### src/rtl/boot_pkg.sv
// Shared types and constants for the serial boot loader.
package boot_pkg;

  typedef enum logic [2:0] {IDLE, SIZE0, SIZE1, DATA, CHK, RUN} boot_state_t;
  typedef enum logic [1:0] {RX_IDLE, RX_START, RX_DATA, RX_STOP} rx_state_t;

  localparam logic [7:0] HDR_BYTE_DEF = 8'hA5;
  localparam int         CLK_HZ       = 50_000_000;
  localparam int         BAUD         = 115_200;

  // Truncating divide gives 434 for 50 MHz / 115200
  function automatic int baud_div(input int clk_hz, input int baud);
    return clk_hz / baud;
  endfunction

  localparam int CLKS_PER_BIT_DEF = baud_div(CLK_HZ, BAUD);

endpackage

### src/rtl/ser_rx_byte.sv
// 8N1 UART byte receiver: 2-FF synchroniser, centre-sampling bit timer, LSB-first shifter.
module ser_rx_byte
  import boot_pkg::*;
#(
  parameter int CLKS_PER_BIT = CLKS_PER_BIT_DEF
) (
  input  logic       clk,
  input  logic       rst,
  input  logic       rxd,
  output logic [7:0] rx_data,
  output logic       rx_valid,
  output logic       rx_ferr
);

  localparam logic [15:0] FULL_TICK = 16'(CLKS_PER_BIT - 1);
  localparam logic [15:0] HALF_TICK = 16'(CLKS_PER_BIT / 2 - 1);

  rx_state_t   state, next_state;
  logic        rxd_meta, rxd_sync, rxd_prev;
  logic [15:0] timer;
  logic [2:0]  bit_idx;
  logic [7:0]  shreg;
  logic        full_tick, half_tick, fall;

  assign full_tick = (timer == FULL_TICK);
  assign half_tick = (timer == HALF_TICK);
  assign fall      = rxd_prev & ~rxd_sync;
  assign rx_data   = shreg;

  always_ff @(posedge clk or negedge rst) begin
    if (!rst) begin
      rxd_meta <= 1'b1;
      rxd_sync <= 1'b1;
      rxd_prev <= 1'b1;
    end else begin
      rxd_meta <= rxd;
      rxd_sync <= rxd_meta;
      rxd_prev <= rxd_sync;
    end
  end

  always_ff @(posedge clk or negedge rst) begin
    if (!rst) state <= RX_IDLE;
    else      state <= next_state;
  end

  // A start edge that is high again at half a bit is treated as a glitch
  always_comb begin
    next_state = state;
    case (state)
      RX_IDLE:  if (fall) next_state = RX_START;
      RX_START: if (half_tick) next_state = rxd_sync ? RX_IDLE : RX_DATA;
      RX_DATA:  if (full_tick && bit_idx == 3'd7) next_state = RX_STOP;
      RX_STOP:  if (full_tick) next_state = RX_IDLE;
      default:  next_state = RX_IDLE;
    endcase
  end

  always_comb begin
    rx_valid = 1'b0;
    rx_ferr  = 1'b0;
    if (state == RX_STOP && full_tick) begin
      rx_valid = rxd_sync;
      rx_ferr  = ~rxd_sync;
    end
  end

  always_ff @(posedge clk or negedge rst) begin
    if (!rst) begin
      timer   <= '0;
      bit_idx <= '0;
      shreg   <= '0;
    end else begin
      if (state == RX_IDLE || next_state != state || full_tick) timer <= '0;
      else                                                       timer <= timer + 16'd1;
      if (state == RX_IDLE) bit_idx <= '0;
      if (state == RX_DATA && full_tick) begin
        shreg   <= {rxd_sync, shreg[7:1]};
        bit_idx <= bit_idx + 3'd1;
      end
    end
  end

endmodule

### src/rtl/ser_boot_loader.sv
// Loads a framed, XOR-checksummed program image from the UART into memory,
// holding the core in reset until the load finishes or the idle timeout expires.
module ser_boot_loader
  import boot_pkg::*;
#(
  parameter int         CLKS_PER_BIT = CLKS_PER_BIT_DEF,
  parameter int         MEM_AW       = 11,
  parameter int         TIMEOUT_CYC  = 50_000_000,
  parameter logic [7:0] HDR_BYTE     = HDR_BYTE_DEF
) (
  input  logic        clk,
  input  logic        rst,
  input  logic        ser_rxd,
  output logic [31:0] mem_addr_o,
  output logic [31:0] mem_dout,
  output logic [3:0]  mem_wr_en,
  output logic        core_rst,
  output logic        busy,
  output logic        boot_err
);

  localparam logic [16:0] MAX_WORDS = 17'(2 ** MEM_AW);

  boot_state_t       state, next_state;
  logic [7:0]        rx_data;
  logic              rx_valid, rx_ferr;
  logic [31:0]       timeout_cnt;
  logic [7:0]        size_lo, chk;
  logic [15:0]       word_total, words_done, size_rx;
  logic [1:0]        byte_idx;
  logic [23:0]       word_buf;
  logic [MEM_AW-1:0] word_addr;
  logic              hdr_seen, wr_fire, err_evt, timed_out;

  ser_rx_byte #(.CLKS_PER_BIT(CLKS_PER_BIT)) u_rx (
    .clk      (clk),
    .rst      (rst),
    .rxd      (ser_rxd),
    .rx_data  (rx_data),
    .rx_valid (rx_valid),
    .rx_ferr  (rx_ferr)
  );

  assign size_rx    = {rx_data, size_lo};
  assign timed_out  = (timeout_cnt == 32'(TIMEOUT_CYC - 1));
  assign mem_addr_o = {{(30 - MEM_AW){1'b0}}, word_addr, 2'b00};

  always_ff @(posedge clk or negedge rst) begin
    if (!rst) state <= IDLE;
    else      state <= next_state;
  end

  always_comb begin
    next_state = state;
    case (state)
      IDLE: begin
        if (hdr_seen)       next_state = SIZE0;
        else if (timed_out) next_state = RUN;
      end
      SIZE0: begin
        if (err_evt)       next_state = IDLE;
        else if (rx_valid) next_state = SIZE1;
      end
      SIZE1: begin
        if (err_evt)       next_state = IDLE;
        else if (rx_valid) next_state = (size_rx == 16'd0) ? CHK : DATA;
      end
      DATA: begin
        if (err_evt) next_state = IDLE;
        else if (wr_fire && words_done == word_total - 16'd1) next_state = CHK;
      end
      CHK: begin
        if (err_evt)       next_state = IDLE;
        else if (rx_valid) next_state = RUN;
      end
      RUN:     next_state = RUN;
      default: next_state = IDLE;
    endcase
  end

  // Error covers framing, oversize image and checksum mismatch
  always_comb begin
    busy     = 1'b0;
    hdr_seen = 1'b0;
    wr_fire  = 1'b0;
    err_evt  = 1'b0;
    case (state)
      IDLE:  hdr_seen = rx_valid && (rx_data == HDR_BYTE);
      SIZE0: begin
        busy    = 1'b1;
        err_evt = rx_ferr;
      end
      SIZE1: begin
        busy    = 1'b1;
        err_evt = rx_ferr || (rx_valid && ({1'b0, size_rx} > MAX_WORDS));
      end
      DATA: begin
        busy    = 1'b1;
        err_evt = rx_ferr;
        wr_fire = rx_valid && (byte_idx == 2'd3);
      end
      CHK: begin
        busy    = 1'b1;
        err_evt = rx_ferr || (rx_valid && (rx_data != chk));
      end
      default: ;
    endcase
  end

  always_ff @(posedge clk or negedge rst) begin
    if (!rst) begin
      timeout_cnt <= '0;
      size_lo     <= '0;
      word_total  <= '0;
      words_done  <= '0;
      chk         <= '0;
      byte_idx    <= '0;
      word_buf    <= '0;
      word_addr   <= '0;
      mem_dout    <= '0;
      mem_wr_en   <= '0;
      core_rst    <= 1'b1;
      boot_err    <= 1'b0;
    end else begin
      mem_wr_en <= '0;
      core_rst  <= (state != RUN);
      if (state == IDLE && next_state == IDLE) timeout_cnt <= timeout_cnt + 32'd1;
      else                                     timeout_cnt <= '0;
      if (hdr_seen) begin
        boot_err   <= 1'b0;
        chk        <= '0;
        byte_idx   <= '0;
        words_done <= '0;
        word_addr  <= '0;
      end
      if (state == SIZE0 && rx_valid) size_lo    <= rx_data;
      if (state == SIZE1 && rx_valid) word_total <= size_rx;
      if (state == DATA && rx_valid) begin
        chk      <= chk ^ rx_data;
        byte_idx <= byte_idx + 2'd1;
        word_buf <= {rx_data, word_buf[23:8]};
      end
      // Address moves only after the write cycle so it is stable during the pulse
      if (wr_fire) begin
        mem_dout   <= {rx_data, word_buf};
        mem_wr_en  <= 4'b1111;
        words_done <= words_done + 16'd1;
      end else if (mem_wr_en != 4'b0000) begin
        word_addr <= word_addr + 1'b1;
      end
      if (err_evt) begin
        boot_err  <= 1'b1;
        word_addr <= '0;
      end
    end
  end

endmodule

### config.mk
export PLATFORM = sky130hd
export DESIGN_NAME = ser_boot_loader
export DESIGN_NICKNAME = d
export VERILOG_FILES = /design/src/rtl/boot_pkg.sv /design/src/rtl/ser_rx_byte.sv /design/src/rtl/ser_boot_loader.sv
export SDC_FILE = /design/constraint.sdc
export NUM_CORES = 1
export LEC_CHECK = 0
export CORE_AREA = 2 2 208 169
export DETAILED_ROUTE_END_ITERATION = 8
export DIE_AREA = 0 0 210 171
export HOLD_SLACK_MARGIN = 0.03
export MAX_ROUTING_LAYER = met4
export PLACE_DENSITY = 0.49
export SKIP_CTS_REPAIR_TIMING = 1
export SLEW_MARGIN = 20
export SYNTH_ARGS = -nofsm -noshare
export SYNTH_HDL_FRONTEND = slang
export SYNTH_SLANG_ARGS = --single-unit
### constraint.sdc
create_clock -name clk -period 5.65 [get_ports clk]
set_clock_uncertainty 0.1 [all_clocks]
set_input_delay 1.695 -clock clk [delete_from_list [all_inputs] [get_ports clk]]
set_output_delay 1.695 -clock clk [all_outputs]
set_load 0.02 [all_outputs]
==> impl_metrics.env <==
export IMPL_finalSetupTns_ns=0
export IMPL_status="completed"
export IMPL_post_drt_wl_per_cell_um=14.9
export IMPL_power_mw=2.68
export IMPL_worstMarginPinSlew_ns=1.07
export IMPL_intPower_mw=2.02
export IMPL_hold_path_startpoint="u_rx.rxd_meta"
export IMPL_synth_flop_cell="dfrtp_1"
export IMPL_io_pins=74
export IMPL_timing_rr_start="u_rx.timer[2]"
export IMPL_ys_ff_latch=187
export IMPL_cts_buffers=17
export IMPL_dr_pass1_iters=5
export IMPL_nNetsFinal=1028
export IMPL_hpwl_um=14800
export IMPL_grt_usage=0.133
export IMPL_syn_area_mm2=0.00932
export IMPL_clk_pin_slew_ns=0.07
export IMPL_clkPwrFrac=0.436
export IMPL_switchingPower_mw=0.665
export IMPL_rsz0062_at_grt="false"
export IMPL_clkLatencyLatePin_ns=0.44
export IMPL_vias=6878
export IMPL_drt_antenna_violating_nets=0
export IMPL_slowest_stage="clkdlybuf4s50_1"
export IMPL_cts_max_path_buffers=2
export IMPL_synth_edf_count=0
export IMPL_max_freq_mhz=258
export IMPL_dieWidth_um=210
export IMPL_syn_inst=991
export IMPL_grt_start_max_net_pins=76
export IMPL_swShare=0.248
export IMPL_crit_chain="nor2_1 -> xnor2_1 -> clkdlybuf4s50_1"
export IMPL_r2r_cells=7
export IMPL_critPathArrivalTime_ns=2.08
export IMPL_pwr_share_comb=0.043
export IMPL_cpLargestDelayFamily="buffers and inverters"
export IMPL_synth_cell_types=61
export IMPL_rows=61
export IMPL_critPathCaptureType="primary output"
export IMPL_vdd_drop_max_v=0.000201
export IMPL_p_leak_nw=4.97
export IMPL_grt_overflow=0
export IMPL_setup_violations=0
export IMPL_avgSynthCellArea_um2=9.41
export IMPL_root_buffer="clkbuf_16"
export IMPL_reg2reg_to="timeout_cnt[21]"
export IMPL_yosys_warnings=0
export IMPL_cpPeakStageDelay_ns=0.65
export IMPL_portBuffers=52
export IMPL_cp_num_buf_inv=1
export IMPL_grt_pass1_wl_um=36900
export IMPL_hold_class="reg -> reg"
export IMPL_start_util=0.273
export IMPL_slew_headroom=0.282
export IMPL_whs_path_depth=0
export IMPL_cts_tree="done"
export IMPL_power_density_mw_per_mm2=251
export IMPL_pwr_share_seq=0.520
export IMPL_finalHoldViolations=0
export IMPL_grt_pass1_vias=6806
export IMPL_dieHeight_um=171
export IMPL_fin_crit_ns=3.88
export IMPL_cp_max_fo=12
export IMPL_syn_to_final_growth_pct=14.8
export IMPL_drive_gt1_frac=0.100
export IMPL_antenna_found_initial=0
export IMPL_worstSetupPathType="reg -> out"
export IMPL_drcViolationCount=0
export IMPL_core_area_mm2=0.0341
export IMPL_cap_viol_max_count=0
export IMPL_async_reset_ff_frac=1.00
export IMPL_reg2reg_setup_slack_ns=2.12
export IMPL_drt_wl_total_um=21900
export IMPL_slew_viol_final=0
export IMPL_cts_sinks=187
export IMPL_via_per_inst=4.68
export IMPL_drtIter0Drc=428
export IMPL_fin_crit_sh=0.686
export IMPL_hold_end="u_rx.rxd_sync"
export IMPL_worstPathRequired_ns=3.86
export IMPL_gp_congestion=0.829
export IMPL_antenna_cells=0
export IMPL_critical_path_depth=3
export IMPL_ys_seq_area_frac=0.502
export IMPL_h_tree_depth=4
export IMPL_fp_dieArea_mm2=0.0359
export IMPL_start_kind="flip-flop"
[cell usage after synthesis (17+ instances only)]
library cell / number / area, um2
nand2_1: 235 / 882
dfrtp_1: 183 / 4580
nor2_1: 79 / 297
xnor2_1: 45 / 394
o21ai_0: 42 / 210
nand3_1: 35 / 175
xor2_1: 35 / 307
clkbuf_1: 34 / 128
and3_1: 30 / 188
mux2_2: 30 / 338
buf_4: 24 / 180
a21oi_1: 21 / 105
nand4_1: 17 / 106
[registers in the layout, indices dropped and copies added, names as in the netlist, 8 cells and up]
register      flops
timeout_cnt      32
word_buf         24
u_rx.rx_data      8
words_done       16
chk               8
mem_dout         32
size_lo           8
word_total       16
u_rx.timer       16
word_addr        11
[metal layers]
| metal | vias to the layer above | share of wire | GRT usage |
|---|---|---|---|
| li1 | 3349 | - | - |
| met1 | 3391 | 0.52 | 0.186 |
| met2 | 117 | 0.44 | 0.197 |
| met3 | 21 | 0.032 | 0.0264 |
| met4 | 0 | 0.013 | 0.0324 |
| met5 | - | 0 | - |
[metrics by stage]
step           hold slack (ns)  worst slack (ns)  instance area (um2)  utilization  cells
4_1_cts                  0.263              1.72                10700        0.314   1469
2_1_floorplan            0.245              2.70                 9400            -   1011
3_3_place_gp             0.249              2.15                10100        0.297   1437
3_5_place_dp             0.256              2.12                10100        0.297   1437
5_1_grt                  0.267              1.66                10700        0.314   1469
6_report                 0.265              1.77                10700        0.314   1469
[cells in the final DEF, fill, tap and decap left out, drive strengths merged, types with 18 or more instances in the layout]
cell and instances:
and3 30, nor2 90, dfrtp 183, nor4 19
nand2 236, mux2 30, nand4 18, clkbuf 18
o21ai 51, a21oi 22, clkdlybuf4s50 51, nand3 35
conb 21, xor2 35, xnor2 45
[cell type report]
class	instances	area, um2
clock buffers	17	425
fillers	3528	23400
clock inverters	15	141
well taps	441	552
inverters	12	45.0
multi-input cells	739	4280
repair buffers	58	582
flip-flops and latches	187	4680
[cells by family after synthesis]
group / count (synthesis) / share of synthesized area
and+or+nand+nor: 499 / 0.257
DFF: 187 / 0.502
AOI/OAI and AO/OA: 95 / 0.0628
buffers and inverters: 85 / 0.0479
xor gates and xnor gates: 80 / 0.0751
muxes: 34 / 0.0405
adders and majority gates: 10 / 0.0134
other: 1 / 0.000402
[how the worst max path moves through the flow]
stage                     slack, ns           from              end
final                          1.77       state[1]             busy
after detailed placement       2.12  u_rx.timer[2]  timeout_cnt[21]
after global placement         2.15       state[1]             busy
after global routing           1.66       state[1]             busy
after floorplan                2.70       state[1]             busy
after CTS                      1.72       state[1]             busy
[worst reg2reg max path, cell delays in order, from the launching register on]
cell	delay [ns]
dfrtp_1	0.43
or3b_1	0.49
and3b_2	0.36
nand2_4	0.14
a2111oi_4	0.83
or4_4	0.30
o2111ai_4	0.51
nor2_1	0.29
[power by group through the flow]
| stage | clock (mW) | sequential (mW) | combinational (mW) |
|---|---|---|---|
| 2_1_floorplan | 0 | 1.41 | 0.0930 |
| 3_3_place_gp | 0 | 1.42 | 0.120 |
| 3_5_place_dp | 0 | 1.42 | 0.120 |
| 4_1_cts | 1.21 | 1.40 | 0.121 |
| 5_1_grt | 1.27 | 1.40 | 0.139 |
| 6_report | 1.17 | 1.40 | 0.117 |
No activity file was read; power rests on OpenSTA's default activity.
